===== config.mk =====
export PLATFORM = sky130hd
export DESIGN_NAME = weight_loader
export DESIGN_NICKNAME = d
export VERILOG_FILES = /design/src/rtl/weight_loader_pkg.sv /design/src/rtl/weight_loader.sv
export SDC_FILE = /design/constraint.sdc
export NUM_CORES = 1
export LEC_CHECK = 0
export BUFFER_PORTS_ARGS = -buffer_cell sky130_fd_sc_hd__buf_4
export CAP_MARGIN = 15
export CORE_MARGIN = 1.5
export CORE_UTILIZATION = 45
export CTS_CLUSTER_DIAMETER = 100
export DETAILED_ROUTE_END_ITERATION = 6
export PLACE_DENSITY = 0.76
export SLEW_MARGIN = 40
export SYNTH_ARGS = -nofsm -noshare
export SYNTH_HDL_FRONTEND = slang
export SYNTH_SLANG_ARGS = --single-unit

===== constraint.sdc =====
create_clock -name clk -period 1.8 [get_ports clk]
set_input_delay 0.27 -clock clk [delete_from_list [all_inputs] [get_ports clk]]
set_output_delay 0.27 -clock clk [all_outputs]
set_load 0.01 [all_outputs]

===== src/rtl/weight_loader_pkg.sv =====
`default_nettype none
// ============================================================================
// Module  : weight_loader_pkg
// Brief   : Shared array geometry defaults and loader FSM state encoding.
// Revision: 1.0 - initial release
// ============================================================================
package weight_loader_pkg;

   localparam int c_arraywidth  = 4;
   localparam int c_arrayheight = 4;
   localparam int c_datasize    = 8;

   typedef enum logic [1:0] {
      ST_IDLE  = 2'd0,
      ST_SHIFT = 2'd1,
      ST_DRAIN = 2'd2,
      ST_DONE  = 2'd3
   } state_t;

endpackage
`default_nettype wire


===== src/rtl/weight_loader.sv =====
`default_nettype none
// ============================================================================
// Module  : weight_loader
// Brief   : Streams weight rows from the weight buffer into the systolic
//           array's top PE row, zero-padding unused slots.
// Revision: 1.0 - initial release
// ============================================================================
module weight_loader
   import weight_loader_pkg::*;
#(
   parameter int ARRAYWIDTH  = c_arraywidth,
   parameter int ARRAYHEIGHT = c_arrayheight,
   parameter int DATASIZE    = c_datasize
) (
   input  logic                             clk,
   input  logic                             rst,
   input  logic                             start,
   input  logic [$clog2(ARRAYHEIGHT):0]     rows,
   output logic                             buf_rd_en,
   input  logic [ARRAYWIDTH*DATASIZE-1:0]   buf_weight,
   output logic                             write_weight_en,
   output logic [ARRAYWIDTH*DATASIZE-1:0]   array_weight,
   output logic                             busy,
   output logic                             done,
   output logic [7:0]                       load_cnt
);

   localparam int c_rw = $clog2(ARRAYHEIGHT) + 1;
   localparam logic [c_rw-1:0] c_height = c_rw'(ARRAYHEIGHT);
   localparam logic [c_rw-1:0] c_last   = c_rw'(ARRAYHEIGHT - 1);
   localparam logic [c_rw-1:0] c_one    = c_rw'(1);

   state_t            r_state;
   logic [c_rw-1:0]   r_k;
   logic [c_rw-1:0]   r_rows_q;
   logic              r_v1;
   logic              r_real1;
   logic [c_rw-1:0]   w_rows_clamped;

   assign w_rows_clamped = (rows > c_height) ? c_height : rows;

   always_ff @(posedge clk) begin
      if (rst) begin
         r_state         <= ST_IDLE;
         r_k             <= '0;
         r_rows_q        <= '0;
         r_v1            <= 1'b0;
         r_real1         <= 1'b0;
         buf_rd_en       <= 1'b0;
         write_weight_en <= 1'b0;
         array_weight    <= '0;
         busy            <= 1'b0;
         done            <= 1'b0;
         load_cnt        <= 8'd0;
      end else begin
         // Stage 1 marks a slot issued last cycle; stage 2 writes the row
         // returned by the buffer, or zero for a pad slot.
         r_v1            <= (r_state == ST_SHIFT);
         r_real1         <= buf_rd_en;
         write_weight_en <= r_v1;
         array_weight    <= (r_v1 && r_real1) ? buf_weight : '0;
         done            <= 1'b0;

         case (r_state)
            ST_IDLE: begin
               if (start) begin
                  r_state   <= ST_SHIFT;
                  r_k       <= '0;
                  r_rows_q  <= w_rows_clamped;
                  buf_rd_en <= (w_rows_clamped != '0);
                  busy      <= 1'b1;
               end
            end
            ST_SHIFT: begin
               if (r_k == c_last) begin
                  r_state   <= ST_DRAIN;
                  r_k       <= '0;
                  buf_rd_en <= 1'b0;
               end else begin
                  r_k       <= r_k + c_one;
                  buf_rd_en <= ((r_k + c_one) < r_rows_q);
               end
            end
            ST_DRAIN: begin
               if (r_k == c_one) begin
                  r_state  <= ST_DONE;
                  r_k      <= '0;
                  done     <= 1'b1;
                  load_cnt <= load_cnt + 8'd1;
               end else begin
                  r_k <= r_k + c_one;
               end
            end
            ST_DONE: begin
               r_state <= ST_IDLE;
               busy    <= 1'b0;
            end
            default: r_state <= ST_IDLE;
         endcase
      end
   end

endmodule
`default_nettype wire

==> metrics.yaml <==
power_and_ir_drop:
  power_frac_clock_pct: 24.4
  switching_share_pct: 29.7
  power.share.combinational_pct: 23.8
  power.switching_uw: 761
  finalPower_uw: 2560
  cellLeakagePower_uw: 0.00140
  vdd_drop_max_mv: 0.538
  p_int_uw: 1800
  pwr_density_cell_nw_per_um2: 946
  power.share.sequential_pct: 51.7
clock_network:
  path_clk_slew_ns: 0.09
  ctsHoldBuffers: 0
  clock_sinks: 54
  cts_max_path_buffers: 2
  numCtsBuffers: 5
  cts_root_buffer: "clkbuf_8"
  clkLatencyLatePin_ns: 0.30
  htree_levels: 2
  tritoncts: "yes"
routing:
  drc: 0
  ant_nets: 0
  drtIter0Drc: 51
  vias: 1601
  viasPerCell: 4.90
  post_drt_wl_per_cell_um: 12.4
  firstDrtPassIters: 4
  wl_um: 4070
timing:
  finalCriticalPeriod_ns: 1.66
  setup_viol: 0
  finalClockSkew_ns: 0.00993
  slew_headroom_pct: 77.8
  hold_viol: 0
  setup-tns-final_ns: 0
  fmax_mhz: 601
  drv_slew: 0
  rsz0062_at_grt: "no"
  fin_crit_sh_pct: 92.4
  tightestPinTransition_ns: 0.330
setup_path:
  crit_type: "flip-flop to flip-flop"
  cp_max_fo: 5
  end_kind: "flip-flop"
  cp-start-kind: "flip-flop"
  critPathArrivalTime_ns: 1.90
  crit_required_ns: 2.04
floorplan:
  dieArea_um2: 4780
  rows: 23
  ios: 82
  core_area_um2: 4120
  die_h_um: 69.1
  die_w_um: 69.1
  start_util_pct: 47.8
synthesis:
  ys_types: 29
  ys_ff_latch: 54
  syn_nets: 244
  syn_avg_cell_area_um2: 10.1
  synthArstFlopShare_pct: 0
  synthCells: 195
  yosysSeqAreaShare_pct: 54.9
  synth_ff_type: "dfxtp_1"
  yosysWarnings: 0
  ys_top_cells_by_area: "dfxtp_1 (55%), and3_1 (10%), ha_1 (7.0%)"
  synth_area_leader_cell: "dfxtp_1"
  synth.most_common_cell: "dfxtp_1"
  synth_common_cells: "dfxtp_1 (54), and3_1 (32), nor2_1 (15)"
  synth.cell_area_um2: 1970
  synth-edff-count: 0
  synth_top_area_share_pct: 54.9
layout:
  drive_gt1_share_pct: 33.9
  nets: 326
  fin_area_um2: 2710
  num_antenna_cells: 0
  area_growth_pct: 37.7
  final_core_util_pct: 65.9
grt:
  grt_pass1_vias: 1491
  grt.overflow.total: 0
  antenna_found_initial: 0
  grt_start_max_net_pins: 34
  grt_usage_pct: 16.9
  grt_pass1_wl_um: 6660
placement:
  placed_area_um2: 2620
  io_buffers: 81
  hpwl_um: 3050
  gp_congestion: 0.773
flow_run:
  drv_cap: 0
outcome:
  outcome: "finished clean"
hold_path:
  hold_path_class: "input port to flip-flop"
-- registers in the layout, indices dropped and copies added (netlist names) --
signal           cells
r_rows_q             3
done                 1
r_k                  3
array_weight        32
r_v1                 1
load_cnt             8
r_real1              1
buf_rd_en            1
busy                 1
write_weight_en      1
r_state              2
-- critical path, stage by stage (launching register included) --
cell	delay, ns
dfxtp_1	0.35
ha_1	0.23
ha_1	0.18
and2b_1	0.26
a21oi_1	0.08
or3_1	0.37
a21oi_1	0.14
-- power by group through the flow --
stage	registers (µW)	clock network (µW)	logic, µW
after CTS	1330	651	598
after floorplan	1350	0	382
after detailed placement	1360	0	596
after global routing	1340	694	682
after global placement	1350	0	582
final	1330	626	611
-- per-layer routing --
layer / global-route usage (%) / vias up / routed length [µm]
met5: 0 / - / 0
met4: 4.58 / 0 / 28
met3: 4.82 / 5 / 261
met2: 30.1 / 53 / 2000
met1: 19.6 / 722 / 1780
li1: - / 821 / -
-- logic make-up after synthesis --
| logic type | after synthesis | synth area share, % |
|---|---|---|
| fa+ha+maj | 11 | 6.99 |
| buf+inv | 21 | 4.01 |
| xor+xnor | 6 | 2.67 |
| mux | 1 | 0.509 |
| flops | 54 | 54.9 |
| simple gates | 83 | 25.2 |
| compound gates | 19 | 5.66 |
-- placed cells by master (no fill, tap or decap), types with 2 or more instances in the layout --
cell type and n:
nor4_4 2, xor2_1 2, nor2_1 15, clkbuf_8 5
nand2_1 12, inv_1 13, xnor2_1 4, and3_1 32
nor3_1 4, nand2b_1 2, nor2b_1 3, a21oi_1 9
buf_4 83, dfxtp_1 54, nor3b_1 2, o21ai_0 5
or3_1 3, nand3_1 3, ha_1 11
-- metrics by stage --
| stage | instances | worst slack [ns] | hold slack, ns |
|---|---|---|---|
| floorplan | 195 | 0.265 | 0.342 |
| global placement | 320 | 0.196 | 0.444 |
| CTS | 327 | 0.104 | 0.190 |
| finish | 327 | 0.137 | 0.196 |
| global route | 327 | 0.0195 | 0.188 |
| detailed placement | 320 | 0.123 | 0.467 |
-- final timing paths --
path,startpoint,endpoint,slack [ns],cells past startpoint
hold reg to reg,r_rows_q[2]$_SDFFE_PP0P_,r_rows_q[2]$_SDFFE_PP0P_,0.48,2
hold / removal,buf_weight[25],array_weight[25]$_SDFF_PP0_,0.20,2
setup / recovery,r_k[0]$_SDFFE_PP0P_,r_k[0]$_SDFFE_PP0P_,0.14,6
setup reg to reg,r_k[0]$_SDFFE_PP0P_,r_k[0]$_SDFFE_PP0P_,0.14,6
-- layout make-up --
type / instances / area, µm²
inverters: 13 / 48.8
clock buffers: 6 / 72.6
clock inverters: 1 / 7.51
repair buffers: 83 / 623
multi-input cells: 120 / 815
flip-flops and latches: 54 / 1080
well taps: 50 / 62.6
fillers: 355 / 1410
-- repair_timing --
item / CTS / global route
buffers inserted: 0 / 0
gates resized for setup: 0 / 1
hold endpoints to repair: 0 / 0
setup endpoints to repair: 0 / 1
Power figures use the tool's default switching activity.
